$ cat src/rtl/remote_comm.sv
// remote_comm
// Test-side remote controller. Sends a 16-bit command to the robot as two
// 8N1 UART bytes, high byte first. Also receives the robot's one-byte
// response, for example 0xA5 for "done".
//
// Ports
//   clk       system clock, all logic on the rising edge
//   rst_n     synchronous active-low reset
//   RX        serial line from the robot (asynchronous, idle high)
//   TX        serial line to the robot (idle high)
//   cmd       command word, sampled when send_cmd is accepted
//   send_cmd  one-cycle request to transmit cmd (ignored unless idle)
//   cmd_sent  level, set once both bytes have been fully shifted out
//   resp_rdy  level, set when a response byte has been received
//   resp      last received byte
//
// Sequencer states
//   state   | meaning
//   IDLE    | waiting for send_cmd; cmd_sent shows the last command's status
//   SEND_HI | transmitting cmd[15:8]
//   SEND_LO | transmitting the latched cmd[7:0]
module remote_comm #(
   parameter int BAUD_DIV = 2604
) (
   input  logic        clk,
   input  logic        rst_n,
   input  logic        RX,
   output logic        TX,
   input  logic [15:0] cmd,
   input  logic        send_cmd,
   output logic        cmd_sent,
   output logic        resp_rdy,
   output logic [7:0]  resp
);

   localparam logic [11:0] BAUD_FULL = 12'(BAUD_DIV - 1);
   localparam logic [11:0] BAUD_HALF = 12'(BAUD_DIV / 2 - 1);

   typedef enum logic [1:0] {
      IDLE    = 2'd0,
      SEND_HI = 2'd1,
      SEND_LO = 2'd2
   } seq_state_t;

   seq_state_t  state_q, state_d;

   logic        tx_load;
   logic [7:0]  tx_byte;
   logic        tx_done;
   logic        cmd_accept;
   logic        sent_set;
   logic [7:0]  cmd_lo_q;

   // ---------------------------------------------------------------
   // Send sequencer
   // ---------------------------------------------------------------
   always_ff @(posedge clk) begin
      if (!rst_n) state_q <= IDLE;
      else        state_q <= state_d;
   end

   always_comb begin
      state_d    = state_q;
      tx_load    = 1'b0;
      tx_byte    = 8'h00;
      cmd_accept = 1'b0;
      sent_set   = 1'b0;
      case (state_q)
         IDLE: begin
            if (send_cmd) begin
               cmd_accept = 1'b1;
               tx_load    = 1'b1;
               tx_byte    = cmd[15:8];
               state_d    = SEND_HI;
            end
         end
         SEND_HI: begin
            // Reloading on the final stop-bit cycle lets the low byte's
            // start bit follow the high byte's stop bit with no idle gap.
            if (tx_done) begin
               tx_load = 1'b1;
               tx_byte = cmd_lo_q;
               state_d = SEND_LO;
            end
         end
         SEND_LO: begin
            if (tx_done) begin
               sent_set = 1'b1;
               state_d  = IDLE;
            end
         end
         default: state_d = IDLE;
      endcase
   end

   // The high byte is handed to the transmitter directly on acceptance,
   // so only the low byte has to be held for the second transfer.
   always_ff @(posedge clk) begin
      if (!rst_n) begin
         cmd_lo_q <= 8'h00;
         cmd_sent <= 1'b0;
      end else if (cmd_accept) begin
         cmd_lo_q <= cmd[7:0];
         cmd_sent <= 1'b0;
      end else if (sent_set) begin
         cmd_sent <= 1'b1;
      end
   end

   // ---------------------------------------------------------------
   // UART transmitter, 8N1
   // ---------------------------------------------------------------
   logic [11:0] tx_baud_q;
   logic [3:0]  tx_bits_q;
   logic [8:0]  tx_sr_q;
   logic        tx_busy_q;
   logic        tx_q;

   // tx_bits_q counts the bits still to go after the current one, so
   // zero with an expired baud count marks the last cycle of the stop bit.
   assign tx_done = tx_busy_q && (tx_baud_q == 12'd0) && (tx_bits_q == 4'd0);
   assign TX      = tx_q;

   always_ff @(posedge clk) begin
      if (!rst_n) begin
         tx_q      <= 1'b1;
         tx_busy_q <= 1'b0;
         tx_baud_q <= 12'd0;
         tx_bits_q <= 4'd0;
         tx_sr_q   <= 9'h1FF;
      end else if (tx_load) begin
         tx_q      <= 1'b0;
         tx_sr_q   <= {1'b1, tx_byte};
         tx_baud_q <= BAUD_FULL;
         tx_bits_q <= 4'd9;
         tx_busy_q <= 1'b1;
      end else if (tx_busy_q) begin
         if (tx_baud_q != 12'd0) begin
            tx_baud_q <= tx_baud_q - 12'd1;
         end else if (tx_bits_q == 4'd0) begin
            tx_busy_q <= 1'b0;
         end else begin
            tx_q      <= tx_sr_q[0];
            tx_sr_q   <= {1'b1, tx_sr_q[8:1]};
            tx_bits_q <= tx_bits_q - 4'd1;
            tx_baud_q <= BAUD_FULL;
         end
      end
   end

   // ---------------------------------------------------------------
   // UART receiver
   // ---------------------------------------------------------------
   logic        rx_meta_q, rx_sync_q, rx_prev_q;
   logic        rx_busy_q;
   logic [11:0] rx_baud_q;
   logic [3:0]  rx_bits_q;
   logic [7:0]  rx_sr_q;
   logic        rx_start;
   logic        rx_sample;
   logic        rx_last;

   always_ff @(posedge clk) begin
      if (!rst_n) begin
         rx_meta_q <= 1'b1;
         rx_sync_q <= 1'b1;
         rx_prev_q <= 1'b1;
      end else begin
         rx_meta_q <= RX;
         rx_sync_q <= rx_meta_q;
         rx_prev_q <= rx_sync_q;
      end
   end

   assign rx_start  = !rx_busy_q && rx_prev_q && !rx_sync_q;
   assign rx_sample = rx_busy_q && (rx_baud_q == 12'd0);
   // Ten sample points: start, eight data bits, stop. The first nine shift;
   // the stop-bit midpoint only publishes the byte and frees the receiver,
   // so a back-to-back start bit can be caught right after it.
   assign rx_last   = rx_sample && (rx_bits_q == 4'd1);

   always_ff @(posedge clk) begin
      if (!rst_n) begin
         rx_busy_q <= 1'b0;
         rx_baud_q <= 12'd0;
         rx_bits_q <= 4'd0;
         rx_sr_q   <= 8'h00;
         resp      <= 8'h00;
         resp_rdy  <= 1'b0;
      end else begin
         if (rx_start) begin
            rx_busy_q <= 1'b1;
            rx_baud_q <= BAUD_HALF;
            rx_bits_q <= 4'd10;
         end else if (rx_sample) begin
            rx_bits_q <= rx_bits_q - 4'd1;
            rx_baud_q <= BAUD_FULL;
            if (rx_last) begin
               rx_busy_q <= 1'b0;
               resp      <= rx_sr_q;
            end else begin
               // Nine shifts through eight bits push the start bit out.
               rx_sr_q <= {rx_sync_q, rx_sr_q[7:1]};
            end
         end else if (rx_busy_q) begin
            rx_baud_q <= rx_baud_q - 12'd1;
         end

         if (rx_last)
            resp_rdy <= 1'b1;
         else if (rx_start || cmd_accept)
            resp_rdy <= 1'b0;
      end
   end

endmodule

$ cat config.mk
export PLATFORM = sky130hd
export DESIGN_NAME = remote_comm
export DESIGN_NICKNAME = d
export VERILOG_FILES = /design/src/rtl/remote_comm.sv
export SDC_FILE = /design/constraint.sdc
export NUM_CORES = 1
export LEC_CHECK = 0
export ABC_AREA = 0
export CAP_MARGIN = 20
export CORE_UTILIZATION = 51
export DETAILED_ROUTE_END_ITERATION = 7
export PLACE_DENSITY = 0.72
export SYNTH_ARGS = -nofsm -noshare
export SYNTH_HDL_FRONTEND = slang
export SYNTH_SLANG_ARGS = --single-unit
$ cat constraint.sdc
create_clock -name clk -period 5.5 [get_ports clk]
set_input_delay 1.1 -clock clk [delete_from_list [all_inputs] [get_ports clk]]
set_output_delay 1.1 -clock clk [all_outputs]
set_load 0.02 [all_outputs]
==> impl_metrics.yaml, run 1 <==
placed_design:
  io_buffers: 30
  hpwlAfterDp_mm: 4.40
  gp_congestion: 0.850
  dp_cells: 471
synth:
  ys_ff_latch: 74
  ys_seq_area_frac: 0.440
  yosys_warnings: 0
  synth_edf_count: 0
  synth_cells: 383
  synth_cell_types: 51
  avgSynthCellArea_sq_um: 8.78
  ys_top_cells_by_count: "74 x dfxtp_1, 66 x nand2_1, 19 x mux2i_1, 19 x nor2_1, 18 x a21boi_0"
  synth.net_count: 411
  syn_area_sq_mm: 0.00336
  synth_flop_cell: "dfxtp_1"
  synth_area_leader_cell: "dfxtp_1"
  async_flop_share: 0
  ys_top_cells_by_area: "dfxtp_1 44%, nand2_1 7.4%, mux2i_1 5.7%"
  yosysMostFrequentCell: "dfxtp_1"
  synth.top_cell.area_share: 0.440
clocking:
  htree_num_levels: 3
  cts.path.max_buffers: 2
  numCtsBuffers: 9
  path_clk_slew_ns: 0.07
  cts.sinks: 74
  clkLatencyLatePin_ns: 0.35
  post_cts_buffers: 0
  hold_buffers: 0
  cts_tree: "yes"
  cts.repair.resized: 0
  cts-root-buf: "clkbuf_8"
power_and_ir_drop:
  comb_power_share: 0.161
  p_int_uw: 930
  ir_worst_vdd_v: 0.000206
  p_clk_frac: 0.365
  p_seq_frac: 0.474
  p_per_area_mw_per_mm2: 327
  switching_share: 0.271
  leakagePower_uw: 0.00158
  switching_power_uw: 346
run_status:
  status: "finished, final reports clean"
final_layout:
  drive_gt1_frac: 0.0756
  final_cells: 487
  syn_to_final_growth_pct: 16.0
  layout.nets: 434
  diodes: 0
  fillers: 548
routing:
  dr.pass1.iters: 5
  drtIter0Drc: 107
  ant_nets: 0
  post_drt_wl_per_cell_um: 14.0
  routed_wl_mm: 6.83
  num_vias: 2705
  drc: 0
  viasPerCell: 5.55
flow_run:
  drv_cap: 0
setup_path:
  critPathKind: "input pin to flop"
  ff2ff_path_depth: 7
  crit_arrival_ns: 3.03
  start_kind: "input pin"
  slowest_stage: "a41oi_1"
  crit_fanout: 20
  crit_path_end_kind: "flop"
  cp.required_ns: 5.74
  path_cells: "clkdlybuf4s50_1, nor3b_2, buf_4, a41oi_1, nand2_1, or3_1, o211a_1"
  cp_slowest_stage_delay_ns: 0.45
timing:
  finalMaxSlewViolations: 0
  maxSlewHeadroom: 0.324
  fin_crit_sh: 0.507
  rsz0062_at_grt: "false"
  worstMarginPinSlew_ns: 1.01
  setup_viol: 0
  fmax_mhz: 359
  timing.setup.tns_ns: 0
  hold_viol: 0
  period_needed_ns: 2.79
  skew_ns: 0.00597
floorplanning:
  die_height_um: 83.2
  die_w_um: 83.2
  pin_count: 31
  initial_core_util: 0.530
  fp-row-count: 29
  core_area_sq_mm: 0.00635
  die-area_sq_mm: 0.00693
worst_hold_path:
  min_path_cells: 1
  hold_path_class: "flop to flop"
grt:
  grt_overflow: 0
  grt_pass1_vias: 2582
  track_usage: 0.213
  grt_pass1_wl_mm: 11.8
  antenna_found_initial: 0
  grt_start_max_net_pins: 64
power groups by stage:
| stage | logic, uW | clock network (uW) | registers (uW) |
|---|---|---|---|
| after floorplan | 160 | 0 | 606 |
| after global placement | 197 | 0 | 615 |
| after detailed placement | 202 | 0 | 616 |
| after CTS | 204 | 474 | 604 |
| after global routing | 230 | 498 | 610 |
| final | 205 | 465 | 605 |
worst max-delay path: cells and delay by family:
kind	cells	cell delay, ns
and+or+nand+nor	3	0.69
buffers and inverters	2	0.64
AOI/OAI and AO/OA	2	0.58
layout make-up:
type	count	area [sq um]	area share
clock buffers	11	141	0.0362
clock inverters	4	76.3	0.0196
inverters	12	45.0	0.0115
multi-input cells	277	1750	0.449
flip-flops and latches	74	1480	0.380
well taps	77	96.3	0.0247
repair buffers	32	310	0.0795
logic make-up (layout without fill, tap and decap cells):
logic type,Yosys count,after routing,share of synthesized area
adders and majority gates,8,8,0.0298
xor gates and xnor gates,17,17,0.0443
and+or+nand+nor,160,160,0.240
buffers and inverters,32,59,0.0405
muxes,20,20,0.0599
AOI/OAI and AO/OA,72,72,0.145
DFF,74,74,0.440
layout by cell type, fill, tap and decap left out, types with 9 or more instances in the layout:
cell              n
nand2_1          66
nor3_1           15
xor2_1            9
clkdlybuf4s50_1  29
inv_1            12
dfxtp_1          74
nand3_1          15
a21boi_0         18
a21oi_1          16
clkbuf_8         10
mux2i_1          19
nor2_1           19
o21ai_0          14
path summary, 6_finish.rpt:
check	startpoint	to	slack, ns
max	send_cmd	tx_baud_q[3]$_SDFFE_PN0P_	2.71
min	rx_meta_q$_SDFF_PN1_	rx_sync_q$_SDFF_PN1_	0.41
max reg2reg	tx_baud_q[0]$_SDFFE_PN0P_	tx_sr_q[0]$_SDFFE_PN1P_	2.79
min reg2reg	rx_meta_q$_SDFF_PN1_	rx_sync_q$_SDFF_PN1_	0.41
through the flow:
step	hold slack, ns	total power, uW	setup slack, ns	instance area (sq um)	util
CTS	0.414	1280	2.50	3890	0.613
global placement	0.396	812	2.19	3680	0.579
detailed placement	0.396	817	2.13	3680	0.579
global route	0.454	1340	2.55	3900	0.615
finish	0.413	1280	2.71	3900	0.615
floorplan	0.386	766	3.20	3360	-
routing by layer:
layer | up-vias | GRT usage | part of all wire
li1 | 1378 | - | -
met5 | - | 0 | 0
met3 | 9 | 0.0537 | 0.041
met4 | 0 | 0.111 | 0.018
met1 | 1268 | 0.274 | 0.48
met2 | 50 | 0.329 | 0.46
state kept, by name (all words and copies together), names as in the netlist:
| register | flops |
|---|---|
| resp | 8 |
| cmd_sent | 1 |
| rx_meta_q | 1 |
| state_q | 2 |
| rx_sr_q | 8 |
| rx_baud_q | 12 |
| tx_baud_q | 12 |
| tx_bits_q | 4 |
| rx_sync_q | 1 |
| cmd_lo_q | 8 |
| TX | 1 |
| tx_sr_q | 8 |
| rx_busy_q | 1 |
| tx_busy_q | 1 |
| rx_bits_q | 4 |
| resp_rdy | 1 |
| rx_prev_q | 1 |
(Power assumes the default switching activity.)
==> run 2: changes to the inputs <==
--- a/config.mk
+++ b/config.mk
@@ -9,7 +9,7 @@
 export CAP_MARGIN = 20
 export CORE_UTILIZATION = 51
 export DETAILED_ROUTE_END_ITERATION = 7
-export PLACE_DENSITY = 0.72
+export PLACE_DENSITY = 0.75
 export SYNTH_ARGS = -nofsm -noshare
 export SYNTH_HDL_FRONTEND = slang
 export SYNTH_SLANG_ARGS = --single-unit
==> constraint.sdc (replaced) <==
create_clock -name clk -period 2.4 [get_ports clk]
set_input_delay 0.48 -clock clk [delete_from_list [all_inputs] [get_ports clk]]
set_output_delay 0.48 -clock clk [all_outputs]
set_load 0.02 [all_outputs]
==> run 2 against run 1 <==
Combinational power grew 150%. Highest routed layer unchanged. First-iteration DRC count increased by 81%. Critical path type is now flop to flop. Die area did not move. Largest power group unchanged.
==> impl_metrics.yaml, run 2 (synthesized netlist as in run 1, its figures left out) <==
worst_hold_path:
  min_path_cells: 2
  hold_path.startpoint: "rst_n"
  hold_path_class: "input pin to flop"
  whs_endpoint: "tx_sr_q[7]$_SDFFE_PN1P_"
timing:
  fmax_mhz: 452
  hold_viol: 0
  maxSlewHeadroom: 0.540
  period_needed_ns: 2.21
  fin_crit_sh: 0.921
  skew_ns: 0.00853
  timing.setup.tns_ns: 0
  rsz0062_at_grt: "false"
  worstMarginPinSlew_ns: 0.690
  finalMaxSlewViolations: 0
  setup_viol: 0
  hold_ws_ns: 0.416
floorplanning:
  die_w_um: 83.2
  core_area_sq_mm: 0.00635
  die-area_sq_mm: 0.00693
  pin_count: 31
  initial_core_util: 0.530
  die_height_um: 83.2
  fp-row-count: 29
clocking:
  clkLatencyLatePin_ns: 0.34
  cts_tree: "yes"
  cts.path.max_buffers: 2
  htree_num_levels: 3
  cts.sinks: 74
  path_clk_slew_ns: 0.08
  hold_buffers: 0
  post_cts_buffers: 0
  cts-root-buf: "clkbuf_8"
  numCtsBuffers: 9
setup_path:
  crit_fanout: 17
  cp.required_ns: 2.64
  crit_arrival_ns: 2.45
  r2r_start: "tx_baud_q[0]$_SDFFE_PN0P_"
  crit_path_end_kind: "flop"
  ff2ff_path_depth: 7
  rr_endpoint: "tx_baud_q[0]$_SDFFE_PN0P_"
  start_kind: "flop"
  critPathKind: "flop to flop"
  worst-r2r-setup-slack_ns: 0.19
grt:
  track_usage: 0.207
  grt_pass1_wl_mm: 11.6
  grt_overflow: 0
  grt_pass1_vias: 2532
  grt_start_max_net_pins: 29
  antenna_found_initial: 0
final_layout:
  diodes: 0
  fillers: 558
  drive_gt1_frac: 0.107
  layout.nets: 445
  layout_common_cells: "74 x dfxtp_1, 66 x nand2_1, 29 x clkdlybuf4s50_1"
  syn_to_final_growth_pct: 17.3
  regArea_sq_mm: 0.00148
  reg_top3: "rx_baud_q x12, tx_baud_q x12"
  final_common_cell: "dfxtp_1"
  multi_input_comb_area_sq_mm: 0.00176
routing:
  ant_nets: 0
  drc: 0
  routed_wl_mm: 6.71
  num_vias: 2783
  dr.pass1.iters: 4
  drtIter0Drc: 194
  viasPerCell: 5.58
  post_drt_wl_per_cell_um: 13.5
placed_design:
  hpwlAfterDp_mm: 4.60
  gp_congestion: 0.784
  io_buffers: 30
power_and_ir_drop:
  leakagePower_uw: 0.00162
  ir_worst_vdd_v: 0.000399
  p_per_area_mw_per_mm2: 694
flow_run:
  drv_cap: 0
run_status:
  status: "finished, final reports clean"
-- run 2: cell types whose count changed in the layout (fill, tap and decap cells not counted) --
cell	delta
a21oi_1	-1
clkinvlp_4	+1
clkinv_2	+2
nor4b_1	-1
inv_6	+1
a21oi_2	+1
buf_4	+11
nor4b_2	+1
bufinv_16	-2
clkbuf_8	-1
-- run 2: where the power goes --
group          total (uW)  switching, uW  internal [uW]
combinational         511            270            241
clock                 844            467            377
sequential           1380           75.5           1310
total                2740            813           1930
-- run 2: repair_timing --
action | 4_1_cts | 5_1_grt
gates resized for setup | 1 | 1
cloned | 0 | 0
endpoints found under the setup margin | 13 | 16
pin swaps | 0 | 0
-- run 2: how the worst max path moves through the flow --
stage                               from                         end  slack, ns  cells after the start
3_5_place_dp                    send_cmd   tx_baud_q[0]$_SDFFE_PN0P_      -0.18                      5
5_1_grt        tx_baud_q[0]$_SDFFE_PN0P_   tx_baud_q[0]$_SDFFE_PN0P_       0.04                      7
3_3_place_gp                    send_cmd  tx_baud_q[11]$_SDFFE_PN0P_      -0.09                      5
4_1_cts        tx_baud_q[0]$_SDFFE_PN0P_     tx_sr_q[4]$_SDFFE_PN1P_       0.09                      7
2_1_floorplan  tx_baud_q[0]$_SDFFE_PN0P_             TX$_SDFFE_PN1P_       0.38                      9
6_report       tx_baud_q[0]$_SDFFE_PN0P_   tx_baud_q[0]$_SDFFE_PN0P_       0.19                      7
-- run 2: worst max-delay path: stages (launching register included) --
cell	delay, ns
dfxtp_1	0.42
inv_1	0.10
ha_1	0.19
nor4b_2	0.17
and4_1	0.23
a21oi_2	0.57
nand2_1	0.19
o211a_1	0.23
-- run 2: through the flow --
stage | instance area (sq um) | instances | setup slack, ns | power (uW) | util
floorplan | 3360 | 383 | 0.382 | 1760 | -
global placement | 3770 | 483 | -0.0888 | 1890 | 0.593
detailed placement | 3770 | 483 | -0.181 | 1910 | 0.593
CTS | 3940 | 499 | 0.0861 | 2750 | 0.621
global route | 3950 | 499 | 0.0357 | 2880 | 0.622
finish | 3950 | 499 | 0.189 | 2740 | 0.622
-- run 2: layer usage --
| metal | wire, um | global-route usage | vias up | part of all wire |
|---|---|---|---|---|
| met5 | 0 | 0 | - | 0 |
| met1 | 3290 | 0.276 | 1313 | 0.49 |
| li1 | - | - | 1403 | - |
| met4 | 119 | 0.0987 | 0 | 0.018 |
| met3 | 259 | 0.0368 | 11 | 0.039 |
| met2 | 3040 | 0.325 | 56 | 0.45 |
-- run 2: final cells by class --
class                           count  share of cell area
Clock inverter                      6              0.0108
Inverter                           12              0.0114
Clock buffer                       10              0.0323
Multi-Input combinational cell    277               0.446
Sequential cell                    74               0.375
Tap cell                           77              0.0244
Timing Repair Buffer               43              0.0995
==> RTL edit (flow settings as in run 2) <==
The parameter `BAUD_DIV` goes from 2604 to 1302.
--- a/src/rtl/remote_comm.sv
+++ b/src/rtl/remote_comm.sv
@@ -21,5 +21,5 @@
 //   SEND_LO | transmitting the latched cmd[7:0]
 module remote_comm #(
-   parameter int BAUD_DIV = 2604
+   parameter int BAUD_DIV = 1302
 ) (
    input  logic        clk,
Behaviour: no difference found for any inputs over 10 cycles, from zero or initial values and one cycle with rst_n low; that may be too few to reach the edited logic, so the function may still have changed.
==> RTL edit against run 2 <==
- wire length grew 13%
- worst hold slack improved by 0.018 ns
- setup slack lost 0.021 ns
- die area fell by 0.14%
- non-clock buffer count increased by 7
- total power rose by 13%
- design area is 2.4% higher
- final cell count increased by 3.2%
- utilization grew 1.5 points
- sequential cell count is the same
- area after synthesis shrank 0.15%
- critical path depth down 2
- critical endpoint is now tx_baud_q[10]$_SDFFE_PN0P_
- largest cell class unchanged
==> RTL edit: results (changes against run 2) <==
Run status: complete, no violations (unchanged). The largest incremental delay on the critical path came out at 0.58 ns. The area share of xor/xnor cells in the synthesized design came to 0.0521 (was 0.0443). The largest delay contributor family on the critical path is simple AND/OR/NAND/NOR gates (was compound AO/OA/AOI/OAI gates). The post-DP HPWL is 5420 um (was 4600 um). The fraction of final layout cells with drive strength greater than 1 is 0.110 (was 0.107). The number of fill cells in the layout came to 553 (was 558). The highest-delay cell along the critical path is sky130_fd_sc_hd__or4_4 (was sky130_fd_sc_hd__a21oi_2). The flop-to-flop setup slack came out at 0.17 ns (was 0.19 ns). Largest cells by area after synthesis: sky130_fd_sc_hd__dfxtp_1 44%, sky130_fd_sc_hd__nand2_1 4.5%, sky130_fd_sc_hd__nand3_1 4.5% (was sky130_fd_sc_hd__dfxtp_1 44%, sky130_fd_sc_hd__nand2_1 7.4%, sky130_fd_sc_hd__mux2i_1 5.7%). The sequential-to-total area share from yosys stat came to 0.441 (was 0.440).

The multiplexer share of the synthesized area came out at 0.00298 (was 0.0599). The total nets after synthesis was 420 (was 411). Top cells by instance count after synthesis: 74 x sky130_fd_sc_hd__dfxtp_1, 40 x sky130_fd_sc_hd__nand2_1, 30 x sky130_fd_sc_hd__nand3_1 (was 74 x sky130_fd_sc_hd__dfxtp_1, 66 x sky130_fd_sc_hd__nand2_1, 19 x sky130_fd_sc_hd__mux2i_1, 19 x sky130_fd_sc_hd__nor2_1, 18 x sky130_fd_sc_hd__a21boi_0). The worst slew margin relative to its limit is 0.612 (was 0.540). The final net count is 461 (was 445). The worst clock skew is 0.00631 ns (was 0.00853 ns). The detail-routed net length per standard cell came out at 14.7 um (was 13.5 um). The via density per instance came out at 5.62 (was 5.58). The arrival time at the worst endpoint is 2.49 ns (was 2.45 ns).

The number of distinct library cells after synthesis is 57 (was 51). The maximum fanout encountered on the critical timing path came out at 8 (was 17). The via count of the first global-routing pass was 2739 (was 2532). The final weighted congestion in routability-driven placement came to 0.836 (was 0.784). The maximum resistive drop on vdd came out at 0.445 mV (was 0.399 mV).

The first-pass GRT wire length came out at 13100 um (was 11600 um). The number of design-rule violations left by the first detailed-router iteration came out at 172 (was 194). The total routing resource utilization after global routing is 0.237 (was 0.207). The type of the tightest min-delay check was flop to flop (was input port to flop). The minimum hold slack is 0.433 ns (was 0.416 ns). The number of buffers created by CTS was 9 (unchanged). The leakage power came out at 1.47 nW (was 1.62 nW). The post-synthesis adder-cell area fraction is 0.0298 (about the same).

The largest net degree at the start of global routing came out at 35 (was 29).
## RTL edit: changes by cell type after synthesis, moves of 5 or more
cell	run 2	this run
sky130_fd_sc_hd__nand3_1	15	30
sky130_fd_sc_hd__nand2_1	66	40
sky130_fd_sc_hd__and2_1	3	10
sky130_fd_sc_hd__a2bb2oi_1	7	0
sky130_fd_sc_hd__o21ai_1	0	6
sky130_fd_sc_hd__clkbuf_1	16	11
sky130_fd_sc_hd__a21oi_1	16	25
sky130_fd_sc_hd__o32a_1	0	5
sky130_fd_sc_hd__o21ai_0	14	25
sky130_fd_sc_hd__nor2_1	19	28
sky130_fd_sc_hd__mux2i_1	19	1
sky130_fd_sc_hd__a21boi_0	18	0
## RTL edit: path summary, 6_finish.rpt
check,from,to,depth (start not counted)
max,tx_baud_q[2]$_SDFFE_PN0P_,tx_baud_q[10]$_SDFFE_PN0P_,5
min,rx_meta_q$_SDFF_PN1_,rx_sync_q$_SDFF_PN1_,1
max reg2reg,tx_baud_q[2]$_SDFFE_PN0P_,tx_baud_q[10]$_SDFFE_PN0P_,5
min reg2reg,rx_meta_q$_SDFF_PN1_,rx_sync_q$_SDFF_PN1_,1
## RTL edit: repair_timing
item                                   in CTS  in global routing
resized for setup                           1                  1
setup endpoints to repair                   5                  4
endpoints found under the hold margin       0                  0
## RTL edit: final cells by class
| cell class | count | share of cell area |
|---|---|---|
| clock inverter | 6 | 0.0161 |
| clock buffer | 10 | 0.0340 |
| multi-input combinational | 285 | 0.433 |
| inverter | 13 | 0.0121 |
| sequential | 74 | 0.366 |
| timing repair buffer | 50 | 0.114 |
| tap | 77 | 0.0238 |
## RTL edit: power by group
part	leakage, nW	switching [mW]	internal, mW	total [mW]
clock network	0.103	0.479	0.510	0.989
registers	0.604	0.0876	1.32	1.41
logic	0.766	0.386	0.324	0.710
## RTL edit: through the flow
step	total power, mW	instances	TNS [ns]	cell area [um2]	worst slack [ns]
2_1_floorplan	1.90	392	0	3360	0.311
3_3_place_gp	2.11	499	-0.531	3840	-0.157
3_5_place_dp	2.13	499	-1.10	3840	-0.273
4_1_cts	3.12	515	0	4040	0.141
5_1_grt	3.28	515	0	4040	0.0742
6_report	3.11	515	0	4040	0.168
## RTL edit: cells by family (layout without fill, tap and decap cells)
family	count (synthesis)	in the layout
AO/OA/AOI/OAI	94	94
XOR/XNOR	20	20
adder cells (fa/ha/maj)	8	8
buffers and inverters	33	79
flip-flops	74	74
multiplexers	1	1
AND/OR/NAND/NOR	162	162
## RTL edit: layer usage
metal	global-route usage	vias to the layer above	wire length, um	part of all wire
li1	-	1472	-	-
met1	0.303	1365	3480	0.46
met2	0.385	47	3700	0.49
met3	0.0586	10	280	0.037
met4	0.0940	0	108	0.014
met5	0	-	0	0
